`src/rtl/cpu_control_unit.sv`:
```
// cpu_control_unit: hardwired Moore control sequencer for the CPU datapath.
// Fetch runs T0-T2 with a ready/timeout handshake on the memory read, and
// execute runs T3-T6 depending on the instruction class decoded from IR.
// Outputs decode combinationally from the registered state plus IR.

module cpu_control_unit #(
    parameter int MEM_TIMEOUT = 8
) (
    input  logic        clk,
    input  logic        reset,
    input  logic        run,
    input  logic        stop,
    input  logic [31:0] ir,
    input  logic        mem_rdy,
    output logic [15:0] Rout,
    output logic [15:0] Rin,
    output logic [12:0] alu_sel,
    output logic        PCout,
    output logic        PCin,
    output logic        IncPC,
    output logic        MARin,
    output logic        Read,
    output logic        MDRin,
    output logic        MDRout,
    output logic        IRin,
    output logic        Yin,
    output logic        Zin,
    output logic        Zlowout,
    output logic        Zhighout,
    output logic        HIin,
    output logic        LOin,
    output logic [2:0]  tstep,
    output logic        busy,
    output logic        halted,
    output logic        illegal,
    output logic        mem_timeout
);

    // Opcode map
    localparam logic [4:0] OP_ADD  = 5'b00011;
    localparam logic [4:0] OP_SUB  = 5'b00100;
    localparam logic [4:0] OP_AND  = 5'b00101;
    localparam logic [4:0] OP_OR   = 5'b00110;
    localparam logic [4:0] OP_ROR  = 5'b00111;
    localparam logic [4:0] OP_ROL  = 5'b01000;
    localparam logic [4:0] OP_SHR  = 5'b01001;
    localparam logic [4:0] OP_SHRA = 5'b01010;
    localparam logic [4:0] OP_SHL  = 5'b01011;
    localparam logic [4:0] OP_MUL  = 5'b10000;
    localparam logic [4:0] OP_DIV  = 5'b10001;
    localparam logic [4:0] OP_NEG  = 5'b10010;
    localparam logic [4:0] OP_NOT  = 5'b10011;
    localparam logic [4:0] OP_NOP  = 5'b11000;
    localparam logic [4:0] OP_HALT = 5'b11001;

    // Last wait count value that may still see mem_rdy before the fault-halt
    localparam logic [7:0] WAIT_LAST = 8'(MEM_TIMEOUT - 1);

    typedef enum logic [3:0] {
        S_IDLE = 4'd0,
        S_T0   = 4'd1,
        S_T1   = 4'd2,
        S_T2   = 4'd3,
        S_T3   = 4'd4,
        S_T4   = 4'd5,
        S_T5   = 4'd6,
        S_T6   = 4'd7,
        S_HALT = 4'd8
    } state_t;

    typedef enum logic [2:0] {
        C_ALU3    = 3'd0,
        C_MULDIV  = 3'd1,
        C_UNARY   = 3'd2,
        C_NOP     = 3'd3,
        C_HALT    = 3'd4,
        C_ILLEGAL = 3'd5
    } op_class_t;

    // Instruction class selects which execute sequence runs
    function automatic op_class_t classify(input logic [4:0] op);
        op_class_t cls;
        case (op)
            OP_ADD, OP_SUB, OP_AND, OP_OR, OP_ROR, OP_ROL,
            OP_SHR, OP_SHRA, OP_SHL:        cls = C_ALU3;
            OP_MUL, OP_DIV:                 cls = C_MULDIV;
            OP_NEG, OP_NOT:                 cls = C_UNARY;
            OP_NOP:                         cls = C_NOP;
            OP_HALT:                        cls = C_HALT;
            default:                        cls = C_ILLEGAL;
        endcase
        return cls;
    endfunction

    // One-hot ALU operation select; zero for opcodes that do not use the ALU
    function automatic logic [12:0] alu_decode(input logic [4:0] op);
        logic [12:0] sel;
        case (op)
            OP_AND:  sel = 13'h0001;
            OP_OR:   sel = 13'h0002;
            OP_ADD:  sel = 13'h0004;
            OP_SUB:  sel = 13'h0008;
            OP_MUL:  sel = 13'h0010;
            OP_DIV:  sel = 13'h0020;
            OP_SHR:  sel = 13'h0040;
            OP_SHRA: sel = 13'h0080;
            OP_SHL:  sel = 13'h0100;
            OP_ROR:  sel = 13'h0200;
            OP_ROL:  sel = 13'h0400;
            OP_NEG:  sel = 13'h0800;
            OP_NOT:  sel = 13'h1000;
            default: sel = 13'h0000;
        endcase
        return sel;
    endfunction

    // Register number to one-hot bus enable
    function automatic logic [15:0] onehot16(input logic [3:0] idx);
        return 16'h0001 << idx;
    endfunction

    state_t      state_q, state_d;
    logic [7:0]  wait_cnt_q, wait_cnt_d;
    logic        stop_pend_q, stop_pend_d;
    logic        illegal_q, illegal_d;
    logic        mem_timeout_q, mem_timeout_d;

    logic [4:0]  op_s;
    logic [3:0]  ra_s, rb_s, rc_s;
    op_class_t   op_class_s;
    logic [12:0] alu_op_s;
    logic        busy_s;
    state_t      eoi_state_s;
    logic        unused_ir_s;

    assign op_s        = ir[31:27];
    assign ra_s        = ir[26:23];
    assign rb_s        = ir[22:19];
    assign rc_s        = ir[18:15];
    assign op_class_s  = classify(op_s);
    assign alu_op_s    = alu_decode(op_s);
    assign unused_ir_s = ^ir[14:0];

    assign busy_s      = (state_q != S_IDLE) && (state_q != S_HALT);
    // A stop seen now or earlier in this instruction ends the run at the boundary
    assign eoi_state_s = (stop_pend_q || stop) ? S_IDLE : S_T0;

    assign illegal     = illegal_q;
    assign mem_timeout = mem_timeout_q;

    // State, wait counter and sticky flags, synchronous reset
    always_ff @(posedge clk) begin
        if (reset) begin
            state_q       <= S_IDLE;
            wait_cnt_q    <= 8'd0;
            stop_pend_q   <= 1'b0;
            illegal_q     <= 1'b0;
            mem_timeout_q <= 1'b0;
        end else begin
            state_q       <= state_d;
            wait_cnt_q    <= wait_cnt_d;
            stop_pend_q   <= stop_pend_d;
            illegal_q     <= illegal_d;
            mem_timeout_q <= mem_timeout_d;
        end
    end

    // Next-state sequencing, memory wait counting and sticky flag updates
    always_comb begin
        state_d       = state_q;
        wait_cnt_d    = 8'd0;
        stop_pend_d   = stop_pend_q;
        illegal_d     = illegal_q;
        mem_timeout_d = mem_timeout_q;

        case (state_q)
            S_IDLE: begin
                if (run) begin
                    state_d = S_T0;
                end else begin
                    state_d = S_IDLE;
                end
            end
            S_T0: state_d = S_T1;
            S_T1: begin
                if (mem_rdy) begin
                    state_d = S_T2;
                end else if (wait_cnt_q == WAIT_LAST) begin
                    state_d       = S_HALT;
                    mem_timeout_d = 1'b1;
                end else begin
                    state_d    = S_T1;
                    wait_cnt_d = wait_cnt_q + 8'd1;
                end
            end
            S_T2: state_d = S_T3;
            S_T3: begin
                case (op_class_s)
                    C_ALU3, C_MULDIV, C_UNARY: state_d = S_T4;
                    C_NOP:                     state_d = eoi_state_s;
                    C_HALT:                    state_d = S_HALT;
                    default: begin
                        state_d   = S_HALT;
                        illegal_d = 1'b1;
                    end
                endcase
            end
            S_T4: begin
                case (op_class_s)
                    C_ALU3, C_MULDIV: state_d = S_T5;
                    default:          state_d = eoi_state_s;
                endcase
            end
            S_T5: begin
                case (op_class_s)
                    C_MULDIV: state_d = S_T6;
                    default:  state_d = eoi_state_s;
                endcase
            end
            S_T6:    state_d = eoi_state_s;
            S_HALT:  state_d = S_HALT;
            default: state_d = S_IDLE;
        endcase

        // Stop request is remembered until the run actually parks in IDLE
        if (state_d == S_IDLE) begin
            stop_pend_d = 1'b0;
        end else if (busy_s && stop) begin
            stop_pend_d = 1'b1;
        end else begin
            stop_pend_d = stop_pend_q;
        end
    end

    // Datapath strobes and status decoded from the current T-step and IR
    always_comb begin
        Rout     = 16'h0000;
        Rin      = 16'h0000;
        alu_sel  = 13'h0000;
        PCout    = 1'b0;
        PCin     = 1'b0;
        IncPC    = 1'b0;
        MARin    = 1'b0;
        Read     = 1'b0;
        MDRin    = 1'b0;
        MDRout   = 1'b0;
        IRin     = 1'b0;
        Yin      = 1'b0;
        Zin      = 1'b0;
        Zlowout  = 1'b0;
        Zhighout = 1'b0;
        HIin     = 1'b0;
        LOin     = 1'b0;
        tstep    = 3'd0;
        busy     = 1'b0;
        halted   = 1'b0;

        case (state_q)
            S_IDLE: begin
                busy = 1'b0;
            end
            S_T0: begin
                tstep = 3'd0;
                busy  = 1'b1;
                PCout = 1'b1;
                MARin = 1'b1;
                IncPC = 1'b1;
                Zin   = 1'b1;
            end
            S_T1: begin
                tstep   = 3'd1;
                busy    = 1'b1;
                Zlowout = 1'b1;
                Read    = 1'b1;
                MDRin   = 1'b1;
                // Incremented PC is loaded only once, on the first T1 cycle
                if (wait_cnt_q == 8'd0) begin
                    PCin = 1'b1;
                end else begin
                    PCin = 1'b0;
                end
            end
            S_T2: begin
                tstep  = 3'd2;
                busy   = 1'b1;
                MDRout = 1'b1;
                IRin   = 1'b1;
            end
            S_T3: begin
                tstep = 3'd3;
                busy  = 1'b1;
                case (op_class_s)
                    C_ALU3: begin
                        Rout = onehot16(rb_s);
                        Yin  = 1'b1;
                    end
                    C_MULDIV: begin
                        Rout = onehot16(ra_s);
                        Yin  = 1'b1;
                    end
                    C_UNARY: begin
                        Rout    = onehot16(rb_s);
                        alu_sel = alu_op_s;
                        Zin     = 1'b1;
                    end
                    default: begin
                        Rout = 16'h0000;
                    end
                endcase
            end
            S_T4: begin
                tstep = 3'd4;
                busy  = 1'b1;
                case (op_class_s)
                    C_ALU3: begin
                        Rout    = onehot16(rc_s);
                        alu_sel = alu_op_s;
                        Zin     = 1'b1;
                    end
                    C_MULDIV: begin
                        Rout    = onehot16(rb_s);
                        alu_sel = alu_op_s;
                        Zin     = 1'b1;
                    end
                    C_UNARY: begin
                        Zlowout = 1'b1;
                        Rin     = onehot16(ra_s);
                    end
                    default: begin
                        Rout = 16'h0000;
                    end
                endcase
            end
            S_T5: begin
                tstep = 3'd5;
                busy  = 1'b1;
                case (op_class_s)
                    C_ALU3: begin
                        Zlowout = 1'b1;
                        Rin     = onehot16(ra_s);
                    end
                    C_MULDIV: begin
                        Zlowout = 1'b1;
                        LOin    = 1'b1;
                        alu_sel = alu_op_s;
                    end
                    default: begin
                        Rin = 16'h0000;
                    end
                endcase
            end
            S_T6: begin
                tstep = 3'd6;
                busy  = 1'b1;
                case (op_class_s)
                    C_MULDIV: begin
                        Zhighout = 1'b1;
                        HIin     = 1'b1;
                    end
                    default: begin
                        HIin = 1'b0;
                    end
                endcase
            end
            S_HALT: begin
                halted = 1'b1;
            end
            default: begin
                busy = 1'b0;
            end
        endcase
    end

endmodule

```
`config.mk`:
```
export PLATFORM = sky130hd
export DESIGN_NAME = cpu_control_unit
export DESIGN_NICKNAME = d
export VERILOG_FILES = /design/src/rtl/cpu_control_unit.sv
export SDC_FILE = /design/constraint.sdc
export NUM_CORES = 1
export LEC_CHECK = 0
export CAP_MARGIN = 10
export CORE_ASPECT_RATIO = 1.5
export CORE_MARGIN = 4
export CORE_UTILIZATION = 35
export DETAILED_ROUTE_END_ITERATION = 16
export GPL_TIMING_DRIVEN = 0
export MAX_ROUTING_LAYER = met4
export PLACE_DENSITY = 0.72
export SYNTH_ARGS = -nofsm -noshare
export SYNTH_HDL_FRONTEND = slang
export SYNTH_SLANG_ARGS = --single-unit
```
`constraint.sdc`:
```
create_clock -name clk -period 2.5 [get_ports clk]
set_clock_uncertainty 0.2 [all_clocks]
set_input_delay 0.375 -clock clk [delete_from_list [all_inputs] [get_ports clk]]
set_output_delay 0.375 -clock clk [all_outputs]
set_load 0.1 [all_outputs]
```
==> results.rst <==
.. list-table::
   :header-rows: 1

   * - Metric
     - Value
   * - Run status
     - finished with violations
   * - Violations in the final reports
     - setup timing
   * - Footprint of the multi-input gates
     - roughly 2400 µm²
   * - Total iterations of the first detailed-routing run
     - 5
   * - Post-synth EDFFs
     - 0
   * - Final setup slack of the worst path
     - -0.228 ns
   * - Dominant synthesized flop cell
     - dfxtp_1
   * - Unrepaired setup endpoints after global routing
     - yes
   * - Yosys synthesis warning count
     - 0
   * - Vertical die dimension
     - a little over 100 µm
   * - Sum of overflow across all layers after global routing
     - 0
   * - Final routed DRC violation total
     - 0
   * - Skew-Pair Late Insertion Delay
     - roughly 0.25 ns
   * - Fraction of post-synthesis cell area in the top cell type by area
     - between 10% and 20%
   * - Power per cell area
     - ~220 nW/µm²
   * - H-tree depth
     - 1
   * - Leading post-synthesis cells by cell area
     - dfxtp_1 (15%), nor2_1 (12%), nor3_1 (5.7%)
   * - Worst-path clk slew
     - around 0.060 ns
   * - Most common cell in the synthesized netlist
     - nor2_1
   * - Hold violation total from the final report
     - 0
   * - Number of nets in the layout
     - 474
   * - Highest net fanout along the worst path
     - 5
   * - Count of buffers from port buffering
     - 79
   * - Flops & latches, synth
     - 15
   * - Via/cell ratio
     - roughly 6.0
   * - Arr. time, crit path
     - approximately 2.2 ns
   * - Actual slew at the worst max-slew pin
     - around 0.98 ns
   * - Slowest stage delay, CP
     - ~0.55 ns
   * - Global routing usage summed across all routing layers
     - between 20 and 30%
   * - Slowest cell on the critical path
     - or4b_4
   * - Dpl cell area
     - 3640 µm²
   * - Number of maximum-capacitance violations
     - 0
   * - Initial cell density of the core
     - 36.4%
   * - Worst min path class
     - flop to flop
   * - Final clock period utilization by the worst path
     - 109%
   * - Number of fillers in the final layout
     - 280
   * - Proportion of register bits with asynchronous set or reset after synthesis
     - 0%
   * - Final total negative setup slack
     - -5.32 ns
   * - Share of layout cells above drive strength 1
     - 57.4%
   * - Avg WL per Cell
     - between 20 and 25 µm
   * - CP dominant cell by count
     - buf_12
   * - Width of the die
     - between 60 and 70 µm
   * - Count of antenna diodes in the layout
     - 0
   * - Mean post-synth cell area
     - around 6.4 µm²
   * - # clock sinks
     - 15
   * - Number of antenna violations at the first check in global routing
     - 0
   * - Layout overhead on the synthesized area
     - 136%
   * - Crit path buffers/inverters
     - 3
   * - Cell type group with the largest total delay on the critical path
     - simple AND/OR/NAND/NOR gates
   * - Maximum number of pins on one net before global-route repair
     - 11
   * - Dominant cell type by area after synthesis
     - dfxtp_1
   * - Overall Power
     - 0.00105 W
   * - Placeable core area
     - ~5500 µm²
   * - Initial DRC count
     - approximately 240
   * - Wire length after detailed routing
     - 10,400 µm
   * - CP Class
     - flop to output port
   * - Rows
     - 33
   * - Kind of start point of the critical path
     - flop
   * - I/O pin cnt
     - ~100
   * - Leakage power total
     - around 1.7 nW
   * - Pins Over Slew Limit
     - 0
   * - Synthesized area
     - between 2000 and 2500 µm²
   * - Total clock buffers created by CTS
     - 3
   * - DP HPWL
     - 6160 µm
   * - R2R setup slack
     - about 0.10 ns
   * - Placed cell count
     - 465
   * - Most used standard cells in the synthesized netlist
     - nor2_1 (67), nor3_1 (23), a31oi_1 (17), o22ai_1 (17), dfxtp_1 (15)
   * - CTS Root Cell
     - clkbuf_8
   * - Required time at the endpoint of the critical path
     - ~1.9 ns
   * - Deepest clock path buffer count
     - 2
   * - Sequential Area
     - 305 µm²
   * - Via count
     - approximately 3,000
   * - Number of instances in the synthesized netlist
     - 316
   * - Register area share after synthesis
     - around 15%
   * - Cell chain of the critical path
     - or4b_4 > or3_4 > buf_12 > clkbuf_16 > o22ai_4 > buf_12
   * - Gpl congestion
     - 0.876
   * - Worst IR Drop VDD
     - roughly 0.47 mV
   * - Final non-filler cell area
     - roughly 4800 µm²
   * - Clock tree from TritonCTS
     - done
   * - Final Critical Period
     - around 2.7 ns
   * - Number of hold buffers added after CTS
     - 0
   * - Count of non-filler cells in the finished layout
     - 504
   * - Kind of end point of the critical path
     - output port
   * - Final core area utilization
     - between 80% and 90%
   * - Max-Slew Margin vs Limit
     - roughly a third
   * - Vias in the first global route
     - between 3,000 and 4,000
   * - Remaining antenna violation count
     - 0
   * - Fmax achieved
     - between 300 and 400 MHz
   * - Final setup violation count
     - 40
   * - Library cells used by synthesis
     - 54
   * - First-pass GRT wire length
     - 15,500 µm
   * - Die area
     - 7060 µm²
   * - Syn Nets
     - roughly 360
==> area by class of cell <==
class | count | area share (%)
clock buffer | 3 | 0.868
multi-input combinational | 260 | 51.2
buffer | 29 | 7.05
tap | 70 | 1.84
sequential | 15 | 6.42
inverter | 11 | 0.868
timing repair buffer | 115 | 31.6
clock inverter | 1 | 0.105
==> state kept, by name, summed over array words and instances, names as in the netlist <==
register,cells
wait_cnt_q,8
state_q,4
illegal,1
mem_timeout,1
stop_pend_q,1
==> cell usage in the layout (no fill, tap or decap), drive strengths merged, types with 5 or more instances in the layout <==
master,netlist,routed
nand2,13,13
nor3,24,24
inv,11,11
dfxtp,15,15
xor2,5,5
a32oi,5,5
a22oi,9,9
and2,6,6
o21ai,6,6
a31oi,17,17
nor2b,10,10
nand3,10,10
o22ai,17,17
clkbuf,14,22
a21oi,13,13
nor2,67,67
buf,16,107
clkdlybuf4s50,0,11
nand2b,11,11
==> stage by stage <==
step                hold slack [ns]  setup WS [ns]
detailed placement            0.263          -1.76
floorplan                     0.226         -0.660
CTS                           0.276         -0.209
global placement              0.240          -1.75
global route                  0.295         -0.280
finish                        0.266         -0.228
==> path summary, 6_finish.rpt <==
path	startpoint	endpoint	depth (start not counted)
min	wait_cnt_q[0]	wait_cnt_q[0]	1
max reg2reg	state_q[1]	stop_pend_q	7
max	state_q[1]	Rout[13]	6
min reg2reg	wait_cnt_q[0]	wait_cnt_q[0]	1
==> layer usage <==
layer  track usage, %  vias up  share of wire, %
met3             3.09       37               5.2
met4             10.6        0               3.2
met5                -        -                 0
met1             29.9     1455                37
met2             51.0      154                55
li1                 -     1386                 -
==> power by group <==
group / switching, W / internal, W
Combinational: 0.000402 / 0.000197
Sequential: 0.00000728 / 0.000245
Clock: 0.0000882 / 0.000111
Total: 0.000497 / 0.000553
==> worst register-to-register path, stage by stage, from the launching register on <==
cell and delay, ns:
dfxtp_2 0.33, or4b_4 0.55, or3_4 0.37, bufbuf_16 0.29, buf_4 0.14, nand3b_4 0.08
a2111oi_1 0.07, a311oi_2 0.28
==> what timing repair did <==
item,in CTS,in global routing
hold endpoints to repair,0,0
buffers inserted,27,7
cloned,2,0
pin swaps,29,25
gates resized for setup,516,74
setup endpoints to repair,66,55
==> logic make-up (layout without fill, tap and decap cells) <==
logic type / after synthesis / count (layout) / synth area share [%]
flip-flops: 15 / 15 / 14.9
multiplexers: 2 / 2 / 0.993
AO/OA/AOI/OAI: 81 / 81 / 27.6
adder cells (fa/ha/maj): 3 / 3 / 1.74
AND/OR/NAND/NOR: 167 / 167 / 42.3
XOR/XNOR: 7 / 7 / 3.04
buffers and inverters: 41 / 159 / 9.37
Power figures use the tool's default switching activity.
